==> config.mk <==
export PLATFORM = sky130hd
export DESIGN_NAME = alu_div_unit
export DESIGN_NICKNAME = d
export VERILOG_FILES = /design/src/rtl/alu_div_unit.sv
export SDC_FILE = /design/constraint.sdc
export NUM_CORES = 1
export LEC_CHECK = 0
export BUFFER_PORTS_ARGS = -buffer_cell sky130_fd_sc_hd__buf_4
export CELL_PAD_IN_SITES_DETAIL_PLACEMENT = 1
export CELL_PAD_IN_SITES_GLOBAL_PLACEMENT = 1
export CORE_MARGIN = 4
export CORE_UTILIZATION = 45
export CTS_BUF_LIST = sky130_fd_sc_hd__clkbuf_8 sky130_fd_sc_hd__clkbuf_16
export DETAILED_ROUTE_END_ITERATION = 6
export GPL_TIMING_DRIVEN = 0
export PLACE_DENSITY = 0.93
export SLEW_MARGIN = 10
export SYNTH_ARGS = -nofsm -noshare
export SYNTH_HDL_FRONTEND = slang
export SYNTH_SLANG_ARGS = --single-unit
==> constraint.sdc <==
create_clock -name clock -period 4.1 [get_ports clock]
set_input_delay 1.025 -clock clock [delete_from_list [all_inputs] [get_ports clock]]
set_output_delay 1.025 -clock clock [all_outputs]
set_load 0.1 [all_outputs]
==> src/rtl/alu_div_unit.sv <==
// Signed WIDTH-bit divider using a non-restoring loop that produces one quotient bit per cycle. Optional DIV_REMAINDER_EN adds data_remainder.
// Latency: result-ready is high in the cycle after edge WIDTH+2 counted from the accepting edge. For divide-by-zero it is high after edge 1.
// Backpressure: busy is high in RUN and SIGN. ctrl_DIV is ignored while busy; there is no queueing and the operands are not resampled.
module alu_div_unit #(
    parameter int WIDTH = 32
) (
    input  logic             clock,
    input  logic             reset,
    input  logic [WIDTH-1:0] data_operandA,
    input  logic [WIDTH-1:0] data_operandB,
    input  logic             ctrl_DIV,
    output logic [WIDTH-1:0] data_result,
    output logic             data_exception,
    output logic             data_resultRDY,
`ifdef DIV_REMAINDER_EN
    output logic [WIDTH-1:0] data_remainder,
`endif
    output logic             busy
);

    localparam int              CW    = (WIDTH > 1) ? $clog2(WIDTH) : 1;
    localparam logic [CW-1:0]   LAST  = CW'(WIDTH - 1);
    localparam logic [WIDTH:0]  ONE_X = {{WIDTH{1'b0}}, 1'b1};
    localparam logic [WIDTH-1:0] ONE_W = {{(WIDTH-1){1'b0}}, 1'b1};
    localparam logic [WIDTH-1:0] MIN_W = {1'b1, {(WIDTH-1){1'b0}}};

    typedef enum logic [1:0] {IDLE, RUN, SIGN, DONE} state_t;

    state_t           state_q, state_d;
    logic [CW-1:0]    cnt_q;
    logic [WIDTH:0]   rem_q;      // signed partial remainder
    logic [WIDTH:0]   div_q;      // |B|, one extra bit so |-2^(W-1)| is exact
    logic [WIDTH-1:0] quo_q;      // holds |A| at first, then quotient bits shift in
    logic             qneg_q;     // quotient sign: sign(A) ^ sign(B)
    logic             ovf_q;      // MIN / -1 overflow detected at start

    logic             accept, b_zero;
    logic [WIDTH:0]   a_ext, b_ext, a_mag, b_mag;
    logic [WIDTH:0]   shifted, stepped;
    logic [WIDTH-1:0] quo_signed;

    // Operand magnitudes and one non-restoring step
    always_comb begin
        accept     = ctrl_DIV && ((state_q == IDLE) || (state_q == DONE));
        b_zero     = (data_operandB == '0);
        a_ext      = {data_operandA[WIDTH-1], data_operandA};
        b_ext      = {data_operandB[WIDTH-1], data_operandB};
        a_mag      = a_ext[WIDTH] ? (~a_ext + ONE_X) : a_ext;
        b_mag      = b_ext[WIDTH] ? (~b_ext + ONE_X) : b_ext;
        shifted    = {rem_q[WIDTH-1:0], quo_q[WIDTH-1]};
        stepped    = rem_q[WIDTH] ? (shifted + div_q) : (shifted - div_q);
        quo_signed = qneg_q ? (~quo_q + ONE_W) : quo_q;
    end

`ifdef DIV_REMAINDER_EN
    logic             rneg_q;     // remainder follows the dividend's sign
    logic [WIDTH:0]   rem_fix;
    logic [WIDTH-1:0] rem_signed;

    // Restore the final remainder if it went negative, then apply the sign
    always_comb begin
        rem_fix    = rem_q[WIDTH] ? (rem_q + div_q) : rem_q;
        rem_signed = rneg_q ? (~rem_fix[WIDTH-1:0] + ONE_W) : rem_fix[WIDTH-1:0];
    end

    logic unused_bits;
    assign unused_bits = &{1'b0, a_mag[WIDTH], rem_fix[WIDTH]};
`else
    logic unused_bits;
    assign unused_bits = &{1'b0, a_mag[WIDTH]};
`endif

    // State register
    always_ff @(posedge clock) begin
        if (reset) state_q <= IDLE;
        else       state_q <= state_d;
    end

    // Next state, busy and result-ready decode
    always_comb begin
        state_d        = state_q;
        busy           = 1'b0;
        data_resultRDY = 1'b0;
        case (state_q)
            IDLE, DONE: begin
                data_resultRDY = (state_q == DONE);
                if (ctrl_DIV) state_d = b_zero ? DONE : RUN;
                else          state_d = IDLE;
            end
            RUN: begin
                busy = 1'b1;
                if (cnt_q == LAST) state_d = SIGN;
            end
            SIGN: begin
                busy    = 1'b1;
                state_d = DONE;
            end
            default: state_d = IDLE;
        endcase
    end

    // Datapath: load on accept, iterate in RUN, sign-fix and publish in SIGN
    always_ff @(posedge clock) begin
        if (reset) begin
            cnt_q          <= '0;
            rem_q          <= '0;
            div_q          <= '0;
            quo_q          <= '0;
            qneg_q         <= 1'b0;
            ovf_q          <= 1'b0;
            data_result    <= '0;
            data_exception <= 1'b0;
`ifdef DIV_REMAINDER_EN
            rneg_q         <= 1'b0;
            data_remainder <= '0;
`endif
        end else if (accept) begin
            cnt_q          <= '0;
            rem_q          <= '0;
            div_q          <= b_mag;
            quo_q          <= a_mag[WIDTH-1:0];
            qneg_q         <= data_operandA[WIDTH-1] ^ data_operandB[WIDTH-1];
            ovf_q          <= (data_operandA == MIN_W) && (data_operandB == '1);
            data_exception <= b_zero;
`ifdef DIV_REMAINDER_EN
            rneg_q         <= data_operandA[WIDTH-1];
`endif
            if (b_zero) begin
                data_result    <= '0;
`ifdef DIV_REMAINDER_EN
                data_remainder <= '0;
`endif
            end
        end else if (state_q == RUN) begin
            rem_q <= stepped;
            quo_q <= {quo_q[WIDTH-2:0], ~stepped[WIDTH]};
            cnt_q <= cnt_q + 1'b1;
        end else if (state_q == SIGN) begin
            data_result    <= quo_signed;
            data_exception <= ovf_q;
`ifdef DIV_REMAINDER_EN
            data_remainder <= rem_signed;
`endif
        end
    end

endmodule

==> results_tabular.tex, run 1 <==
\begin{tabular}{lr}
\hline
Metric & Value \\
\hline
\multicolumn{2}{l}{\textbf{Timing}} \\
Final worst setup slack & -0.114 ns \\
Setup repair after global routing missed its margin & true \\
Final Hold Violating Endpoints & 0 \\
Final number of max-transition violations & 0 \\
Max-slew headroom & 18.1\% \\
Final clock skew & 0.0192 ns \\
Tightest Pin Transition & between 1 and 1.5 ns \\
Highest clock rate & 0.237 GHz \\
Count of final setup violators & 4 \\
Fin crit period & 4.21 ns \\
Final critical-path share of the clock period & 103\% \\
\multicolumn{2}{l}{\textbf{Placed design}} \\
Final estimated routing congestion in global placement & between 0.9 and 1 \\
Port bufs & 100 \\
Final HPWL DP & 25.1 mm \\
Area of placed instances & 10300 um2 \\
\multicolumn{2}{l}{\textbf{Power and ir drop}} \\
Share of power burned in the clock network & 13.2\% \\
Switching part of the total & 54.8\% \\
Worst vdd rail ir drop & 0.629 mV \\
Portion of total power attributed to combinational logic & 68.0\% \\
Power density over the cells & 1090 nW/um2 \\
Internal & 5.60 mW \\
Part of the total power dissipated in sequential elements & around a fifth \\
Leakage power total & 4.45 nW \\
Overall Power & 12.4 mW \\
Net switching power figure & 6.78 mW \\
\multicolumn{2}{l}{\textbf{Drt}} \\
DRT Pass-1 Iters & 6 \\
Wirelength per Cell & about 28 um \\
Remaining design rule violation count & 0 \\
DRT antenna net count & 0 \\
Via count & around 11000 \\
Final WL & 43.8 mm \\
Vias per std cell & 7.03 \\
Detailed router's first-iteration violation count & 1189 \\
\multicolumn{2}{l}{\textbf{Floorplan}} \\
Die area & 22900 um2 \\
Chip Width & around 150 um \\
Total core area & 20200 um2 \\
I/O Pins & 102 \\
Initial core utilization & 45.8\% \\
Cell row count & 52 \\
Die outline height & between 150 and 200 um \\
\multicolumn{2}{l}{\textbf{Worst setup path}} \\
Most used cell, CP & sky130\_fd\_sc\_hd\_\_o21ai\_0 \\
Cell-by-cell listing of the critical path & or4\_4 > or3\_4 > nor4\_4 > buf\_4 > nor2\_1 > xnor2\_1 > ha\_4 > a21oi\_1 > o21ai\_0 > nand2\_1 > nand2\_1 > a311oi\_4 > o21ai\_0 > xnor2\_1 > o21ai\_0 \\
R2R depth & 15 \\
Cell type of the slowest stage on the worst timing path & sky130\_fd\_sc\_hd\_\_or4\_4 \\
Crit-path max cell delay & 0.55 ns \\
Sort of element at the start of the critical path & flip-flop \\
Startpoint of the most critical register-to-register path & div\_q[12] \\
Count of buffer and inverter cells on the critical path & 1 \\
Worst path arrival time & between 4 and 5 ns \\
R2R setup slack & -0.11 ns \\
FF-to-FF End & rem\_q[26] \\
Type of the worst setup path & reg -> reg \\
Endpoint kind of the worst setup timing path & flip-flop \\
CP Data Required Time & between 4 and 5 ns \\
Dominant delay contributor by cell family on the critical path & simple AND/OR/NAND/NOR gates \\
Highest net fanout along the worst path & 6 \\
\multicolumn{2}{l}{\textbf{Synth}} \\
Arithmetic-cell share of the synthesized area counting full adders, half adders and majority gates & 5.89\% \\
Area fraction in compound gates after synthesis & 21.9\% \\
Most used flip-flop cell after synthesis & sky130\_fd\_sc\_hd\_\_dfxtp\_1 \\
Xor and xnor area share after synthesis & 14.6\% \\
Ys Warns & 0 \\
Synthesized Nets & 1236 \\
Cell count after synthesis & 1126 \\
Count of state elements after synthesis & 140 \\
Count of distinct cell types in the synthesized netlist & 57 \\
Mapped Area & 9260 um2 \\
Multiplexer fraction of the synthesized cell area & 5.42\% \\
Fraction of registers with async set/reset & 0\% \\
Mean instance size in the synthesized netlist & 8.23 um2 \\
Sequential area share after synthesis & 30.3\% \\
Basic-gate share of the synthesized area counting and, or, nand and nor cells & 18.4\% \\
Post-synth EDFFs & 0 \\
Largest family of logic cells by synthesized area & compound AO/OA/AOI/OAI gates \\
\multicolumn{2}{l}{\textbf{Finish}} \\
Post-route design area & 11300 um2 \\
Relative area change from synthesis to final layout & 22.5\% \\
Share of cells above drive strength 1 & 16.7\% \\
Antenna diode instance count & 0 \\
Number of nets in the finished design & 1368 \\
\multicolumn{2}{l}{\textbf{CTS}} \\
Reg clk slew, reported paths & 0.07 ns \\
Clock latency on the worst-skew pair & approximately 0.46 ns \\
Number of buffers on the longest clock path & 2 \\
Root Buffer & sky130\_fd\_sc\_hd\_\_clkbuf\_16 \\
Hold-fix buffers, CTS & 0 \\
Deepest level of the CTS H-tree & 4 \\
Clk sinks & 140 \\
TritonCTS buffer count & 17 \\
CTS tree & built \\
\multicolumn{2}{l}{\textbf{Run status}} \\
Failing checks & negative setup slack \\
Status & finished, violations left \\
\multicolumn{2}{l}{\textbf{Global route}} \\
Wire length of the first global-routing pass & 59.2 mm \\
Number of antenna violations at the first check in global routing & 1 \\
All-layer global routing usage & around a third \\
Number of global-route vias before repair & 10600 \\
Largest net degree at the start of global routing & 17 \\
Overflow left after global routing & 0 \\
\multicolumn{2}{l}{\textbf{Hold path}} \\
Type of the tightest min-delay check & reg -> reg \\
HP Start & rem\_q[27] \\
Hold worst-path end & rem\_q[27] \\
Number of cells traversed by the worst hold path & 2 \\
\multicolumn{2}{l}{\textbf{Run}} \\
Maxcap violations & 0 \\
\hline
\end{tabular}
==> worst min-delay path: stages (launching register included) <==
cell and delay, ns:
sky130_fd_sc_hd__dfxtp_1 0.33, sky130_fd_sc_hd__nand2_1 0.05, sky130_fd_sc_hd__o21ai_0 0.05
==> metrics by stage <==
stage | setup slack, ns | util [%] | cells | hold slack, ns | setup TNS [ns]
3_5_place_dp | -0.456 | 51.2 | 1496 | 0.451 | -1.67
4_1_cts | 0.00786 | 54.5 | 1528 | 0.467 | 0
5_1_grt | -0.202 | 56.1 | 1541 | 0.491 | -0.834
3_3_place_gp | -0.414 | 51.2 | 1496 | 0.442 | -1.04
6_report | -0.114 | 56.1 | 1541 | 0.464 | -0.310
2_1_floorplan | 0.323 | - | 1126 | 0.432 | 0
==> kinds of logic (layout without fill, tap and decap cells) <==
group	count (synthesis)	count (layout)
and+or+nand+nor	345	345
muxes	50	50
xor gates and xnor gates	154	154
AOI/OAI and AO/OA	309	309
DFF	140	140
adders and majority gates	43	43
buffers and inverters	85	230
==> how the worst max path moves through the flow <==
| stage | cells after the start | slack, ns | from | end |
|---|---|---|---|---|
| finish | 15 | -0.11 | div_q[12] | rem_q[26] |
| detailed placement | 18 | -0.46 | div_q[2] | quo_q[0] |
| CTS | 15 | 0.008 | div_q[2] | rem_q[31] |
| global placement | 18 | -0.41 | div_q[2] | quo_q[0] |
| floorplan | 17 | 0.32 | div_q[11] | quo_q[0] |
| global route | 15 | -0.20 | div_q[12] | rem_q[26] |
==> cell usage in the layout, fill, tap and decap left out, types with 10 or more instances in the layout <==
cell,synthesis,routed
sky130_fd_sc_hd__dfxtp_1,140,134
sky130_fd_sc_hd__buf_4,0,119
sky130_fd_sc_hd__nor2_1,117,114
sky130_fd_sc_hd__xor2_1,116,113
sky130_fd_sc_hd__nand2_1,92,89
sky130_fd_sc_hd__o21ai_0,68,64
sky130_fd_sc_hd__a21oi_1,61,57
sky130_fd_sc_hd__mux2i_1,49,49
sky130_fd_sc_hd__clkbuf_1,49,42
sky130_fd_sc_hd__xnor2_1,38,38
sky130_fd_sc_hd__a211oi_1,37,36
sky130_fd_sc_hd__ha_1,42,35
sky130_fd_sc_hd__o31ai_1,32,30
sky130_fd_sc_hd__o22ai_1,26,26
sky130_fd_sc_hd__inv_1,23,23
sky130_fd_sc_hd__o2bb2ai_1,20,20
sky130_fd_sc_hd__nor3_1,22,19
sky130_fd_sc_hd__clkbuf_16,0,17
sky130_fd_sc_hd__nand3_1,17,16
sky130_fd_sc_hd__nand4_1,15,15
sky130_fd_sc_hd__o41ai_1,14,14
sky130_fd_sc_hd__a21o_1,14,14
sky130_fd_sc_hd__nor4_1,14,13
sky130_fd_sc_hd__nand2b_1,13,13
sky130_fd_sc_hd__or4_1,15,12
sky130_fd_sc_hd__buf_1,11,11
sky130_fd_sc_hd__nor2b_1,10,10
==> power by group through the flow <==
stage	logic [mW]	registers, mW	clock network [mW]
6_report	8.42	2.33	1.64
5_1_grt	8.86	2.34	1.68
4_1_cts	7.23	2.23	1.59
3_5_place_dp	6.82	2.22	0
3_3_place_gp	6.46	2.18	0
2_1_floorplan	4.76	2.47	0
==> cells in the mapped netlist (all sizes together), types with 2 or more instances <==
library cell,count,area [um2]
nand3,17,85.1
dfxtp,140,2800
or3,9,71.3
or4,17,135
o31ai,32,240
a21o,15,120
ha,42,526
nor4,19,176
xor2,116,1020
nor3b,2,15.0
nand4,15,93.8
a221oi,2,17.5
o2bb2ai,20,175
and3,4,25.0
o22ai,26,163
a21oi,61,305
inv,23,86.3
xnor2,38,333
nor3,22,110
a31oi,7,43.8
nand3b,2,15.0
a211oi,37,278
buf,13,63.8
o21a,3,22.5
o21ai,69,345
nand2b,13,81.3
nor2,118,450
o41ai,14,123
mux2i,49,490
nand2,92,345
o22a,4,35.0
nor2b,10,62.6
and2,3,18.8
clkbuf,49,184
a2111oi,2,17.5
o211ai,6,45.0
a311oi,3,26.3
==> metal layers <==
layer	vias up	part of all wire [%]	track usage [%]
met5	-	0	0
met2	934	46	55.6
met1	5161	35	38.7
met3	386	10	6.60
met4	0	9.3	21.4
li1	4356	-	-
==> repair_timing <==
| item | 4_1_cts | 5_1_grt |
|---|---|---|
| gates resized for setup | 22 | 44 |
| setup buffers | 2 | 17 |
| pin swaps | 4 | 23 |
| setup endpoints to repair | 13 | 19 |
==> area by class of cell <==
cell class	count	area, um2
multi-input combinational	901	6400
buffer	56	226
timing repair buffer	119	893
clock inverter	14	145
fill	2387	8890
clock buffer	18	439
inverter	23	86.3
sequential	140	2820
tap	270	338
==> state kept, by name, indices dropped and copies added, names as in the netlist <==
signal	flops
qneg_q	1
data_result	32
cnt_q	5
quo_q	32
ovf_q	1
rem_q	33
data_exception	1
state_q	2
div_q	33
Note: power is estimated with default switching activity, not from simulation.
==> run 2: changes to the inputs <==
--- a/config.mk
+++ b/config.mk
@@ -9,11 +9,11 @@
 export CELL_PAD_IN_SITES_DETAIL_PLACEMENT = 1
 export CELL_PAD_IN_SITES_GLOBAL_PLACEMENT = 1
 export CORE_MARGIN = 4
-export CORE_UTILIZATION = 45
-export CTS_BUF_LIST = sky130_fd_sc_hd__clkbuf_8 sky130_fd_sc_hd__clkbuf_16
+export CORE_UTILIZATION = 46
+export CTS_BUF_LIST = sky130_fd_sc_hd__clkbuf_4 sky130_fd_sc_hd__clkbuf_8
 export DETAILED_ROUTE_END_ITERATION = 6
 export GPL_TIMING_DRIVEN = 0
-export PLACE_DENSITY = 0.93
+export PLACE_DENSITY = 0.95
 export SLEW_MARGIN = 10
 export SYNTH_ARGS = -nofsm -noshare
 export SYNTH_HDL_FRONTEND = slang
==> results_tabular.tex, run 2 (synthesized netlist as in run 1, its figures left out) <==
\begin{tabular}{lr}
\hline
Metric & Value \\
\hline
\multicolumn{2}{l}{\textbf{Run status}} \\
Status & finished, violations left \\
Failing checks & negative setup slack \\
\multicolumn{2}{l}{\textbf{Drt}} \\
Final WL & 38.0 mm (-13\%) \\
Sum of met2 wire segment lengths after detailed routing & 18.6 mm (-6.7\%) \\
Wirelength per Cell & 24.9 um (-13\%) \\
Post-Route M1 WL & 14.5 mm (-6.0\%) \\
Via count & 9958 (-8.1\%) \\
Detailed router's first-iteration violation count & 724 (-39\%) \\
Remaining design rule violation count & 0 (unchanged) \\
Met3 WL & 2.55 mm (-42\%) \\
DRT antenna net count & 0 (unchanged) \\
Uppermost signal routing layer after detailed routing & met4 \\
Vias per std cell & 6.52 (-7.3\%) \\
DRT Pass-1 Iters & 6 (unchanged) \\
\multicolumn{2}{l}{\textbf{Timing}} \\
Fin crit period & 4.12 ns (-0.0898 ns) \\
Count of final setup violators & 2 (-2) \\
Tightest Pin Transition & 0.960 ns (-0.258 ns) \\
Final critical-path share of the clock period & 101\% (-2.2 points) \\
Final worst setup slack & -0.0245 ns (+0.0898 ns) \\
Highest clock rate & 0.242 GHz (+2.2\%) \\
Final Hold Violating Endpoints & 0 (unchanged) \\
Post-route setup TNS & -0.0390 ns (+0.271 ns) \\
Final number of max-transition violations & 0 (unchanged) \\
Final clock skew & 0.0199 ns (+0.000643 ns) \\
Max-slew headroom & 36.0\% (+18 points) \\
\multicolumn{2}{l}{\textbf{Finish}} \\
Antenna diode instance count & 0 (unchanged) \\
Highest-count cells in the layout ignoring fill and taps & 138 x sky130\_fd\_sc\_hd\_\_dfxtp\_1, 116 x sky130\_fd\_sc\_hd\_\_xor2\_1, 114 x sky130\_fd\_sc\_hd\_\_nor2\_1 \\
Leading registers by flop count & div\_q x33, rem\_q x33 \\
Most common library cell in the layout ignoring fill and taps & sky130\_fd\_sc\_hd\_\_dfxtp\_1 \\
Filler cells & 2401 (+0.59\%) \\
Share of cells above drive strength 1 & 15.1\% (-1.6 points) \\
Post-Route Utilization & 56.0\% (about the same) \\
Relative area change from synthesis to final layout & 18.9\% \\
Number of nets in the finished design & 1359 (-0.66\%) \\
\multicolumn{2}{l}{\textbf{Power and ir drop}} \\
Worst vdd rail ir drop & 0.493 mV (-22\%) \\
Power density over the cells & 1020 nW/um2 (-6.3\%) \\
Leakage power total & 4.31 nW (-3.0\%) \\
Part of the total power dissipated in sequential elements & 20.2\% (+1.4 points) \\
Portion of total power attributed to combinational logic & 68.8\% (+0.8 points) \\
Internal & 5.16 mW (-7.9\%) \\
Switching part of the total & 54.2\% (-0.60 points) \\
Net switching power figure & 6.10 mW (-10\%) \\
Share of power burned in the clock network & 11.0\% (-2.2 points) \\
\multicolumn{2}{l}{\textbf{Worst setup path}} \\
Cell type of the slowest stage on the worst timing path & sky130\_fd\_sc\_hd\_\_or4\_4 \\
Endpoint kind of the worst setup timing path & flip-flop \\
CP Data Required Time & 4.47 ns (+0.05 ns) \\
Type of the worst setup path & reg -> reg \\
Crit-path max cell delay & 0.54 ns (about the same) \\
Highest net fanout along the worst path & 7 (+1) \\
Worst path arrival time & 4.49 ns (-0.04 ns) \\
Cell-by-cell listing of the critical path & or4\_4 > or3\_4 > buf\_12 > nor4\_4 > buf\_4 > a21oi\_1 > xor2\_1 > ha\_2 > a21o\_1 > a21oi\_2 > nor2\_1 > a211oi\_1 > o31ai\_1 > xnor2\_1 > buf\_4 > a2bb2oi\_2 \\
Count of buffer and inverter cells on the critical path & 3 (+2) \\
Most used cell, CP & sky130\_fd\_sc\_hd\_\_buf\_4 \\
Sort of element at the start of the critical path & flip-flop \\
Dominant delay contributor by cell family on the critical path & simple AND/OR/NAND/NOR gates \\
\multicolumn{2}{l}{\textbf{Floorplan}} \\
Die area & 22500 um2 (-2.1\%) \\
Initial core utilization & 47.1\% (+1.4 points) \\
Total core area & 19700 um2 (-2.9\%) \\
Die outline height & 150 um (-1.0\%) \\
Chip Width & 150 um (-1.0\%) \\
Cell row count & 51 (-1.9\%) \\
I/O Pins & 102 (unchanged) \\
\multicolumn{2}{l}{\textbf{Global route}} \\
All-layer global routing usage & 31.4\% (-1.8 points) \\
Largest net degree at the start of global routing & 17 (unchanged) \\
Wire length of the first global-routing pass & 56.0 mm (-5.5\%) \\
Number of antenna violations at the first check in global routing & 0 (-1) \\
Number of global-route vias before repair & 10300 (-3.3\%) \\
Overflow left after global routing & 0 (unchanged) \\
\multicolumn{2}{l}{\textbf{CTS}} \\
Deepest level of the CTS H-tree & 4 (unchanged) \\
TritonCTS buffer count & 17 (unchanged) \\
CTS tree & built \\
Clock latency on the worst-skew pair & 0.48 ns (+0.02 ns) \\
Reg clk slew, reported paths & 0.09 ns (+0.02 ns) \\
Root Buffer & sky130\_fd\_sc\_hd\_\_clkbuf\_8 \\
Number of buffers on the longest clock path & 2 (unchanged) \\
Hold-fix buffers, CTS & 0 (unchanged) \\
Clk sinks & 140 (unchanged) \\
\multicolumn{2}{l}{\textbf{Run}} \\
Maxcap violations & 0 (unchanged) \\
\multicolumn{2}{l}{\textbf{Placed design}} \\
Minimum setup slack after placement & -0.536 ns (-0.0798 ns) \\
Port bufs & 100 (unchanged) \\
Final HPWL DP & 25.7 mm (+2.0\%) \\
Final estimated routing congestion in global placement & 0.924 (-0.67\%) \\
\multicolumn{2}{l}{\textbf{Hold path}} \\
Type of the tightest min-delay check & reg -> reg \\
\hline
\end{tabular}
## run 2: cell types whose count changed in the layout (fill, tap and decap cells not counted), moves of 2 or more
cell	previous run	this run
sky130_fd_sc_hd__xor2_2	3	0
sky130_fd_sc_hd__ha_4	5	2
sky130_fd_sc_hd__ha_1	35	37
sky130_fd_sc_hd__dfxtp_1	134	138
sky130_fd_sc_hd__clkbuf_8	1	19
sky130_fd_sc_hd__clkbuf_16	17	0
sky130_fd_sc_hd__a21oi_1	57	59
sky130_fd_sc_hd__dfxtp_2	4	1
sky130_fd_sc_hd__buf_4	119	110
sky130_fd_sc_hd__a21oi_2	4	2
sky130_fd_sc_hd__bufinv_16	0	2
sky130_fd_sc_hd__xor2_1	113	116
sky130_fd_sc_hd__clkinvlp_4	0	2
sky130_fd_sc_hd__inv_8	6	1
## run 2: layout make-up
type / instances / area [um2] / share of cell area (%)
tap: 265 / 332 / 3.01
sequential: 140 / 2810 / 25.5
clock buffer: 19 / 262 / 2.38
buffer: 55 / 223 / 2.02
multi-input combinational: 901 / 6300 / 57.2
inverter: 23 / 86.3 / 0.784
clock inverter: 13 / 156 / 1.42
timing repair buffer: 111 / 846 / 7.68
## run 2: routing by layer
| metal | global-route usage, % | vias to the layer above |
|---|---|---|
| met5 | 0 | - |
| met4 | 17.4 | 0 |
| met3 | 5.54 | 186 |
| met2 | 54.2 | 566 |
| met1 | 36.8 | 4861 |
| li1 | - | 4345 |
## run 2: worst register-to-register path: stages (launching register included)
cell,delay [ns]
sky130_fd_sc_hd__dfxtp_4,0.39
sky130_fd_sc_hd__or4_4,0.54
sky130_fd_sc_hd__or3_4,0.42
sky130_fd_sc_hd__buf_12,0.15
sky130_fd_sc_hd__nor4_4,0.28
sky130_fd_sc_hd__buf_4,0.20
sky130_fd_sc_hd__a21oi_1,0.08
sky130_fd_sc_hd__xor2_1,0.32
sky130_fd_sc_hd__ha_2,0.40
sky130_fd_sc_hd__a21o_1,0.19
sky130_fd_sc_hd__a21oi_2,0.17
sky130_fd_sc_hd__nor2_1,0.07
sky130_fd_sc_hd__a211oi_1,0.21
sky130_fd_sc_hd__o31ai_1,0.14
sky130_fd_sc_hd__xnor2_1,0.14
sky130_fd_sc_hd__buf_4,0.16
sky130_fd_sc_hd__a2bb2oi_2,0.16
## run 2: worst paths after layout
check                      start        endpoint  slack (ns)  depth (start not counted)
hold / removal    data_result[0]  data_result[0]        0.46                          2
setup / recovery       div_q[11]        quo_q[0]       -0.02                         16
hold reg to reg   data_result[0]  data_result[0]        0.46                          2
setup reg to reg       div_q[11]        quo_q[0]       -0.02                         16
## run 2: what timing repair did
item	4_1_cts	5_1_grt
gates resized for setup	22	23
endpoints found under the hold margin	0	0
pin swaps	3	11
endpoints found under the setup margin	11	13
buffers inserted	2	9
## run 2: stage by stage
stage / instances / hold WS, ns / power, mW / instance area [um2]
finish: 1527 / 0.462 / 11.3 / 11000
global route: 1527 / 0.485 / 11.9 / 11000
CTS: 1524 / 0.464 / 10.6 / 10900
detailed placement: 1491 / 0.451 / 9.03 / 10300
global placement: 1491 / 0.444 / 8.69 / 10300
floorplan: 1126 / 0.432 / 7.23 / 9260
## run 2: power groups by stage
stage	Clock (mW)	Sequential, mW	Combinational (mW)
2_1_floorplan	0	2.47	4.76
3_3_place_gp	0	2.19	6.50
3_5_place_dp	0	2.22	6.82
4_1_cts	1.22	2.21	7.15
5_1_grt	1.29	2.30	8.28
6_report	1.24	2.28	7.75
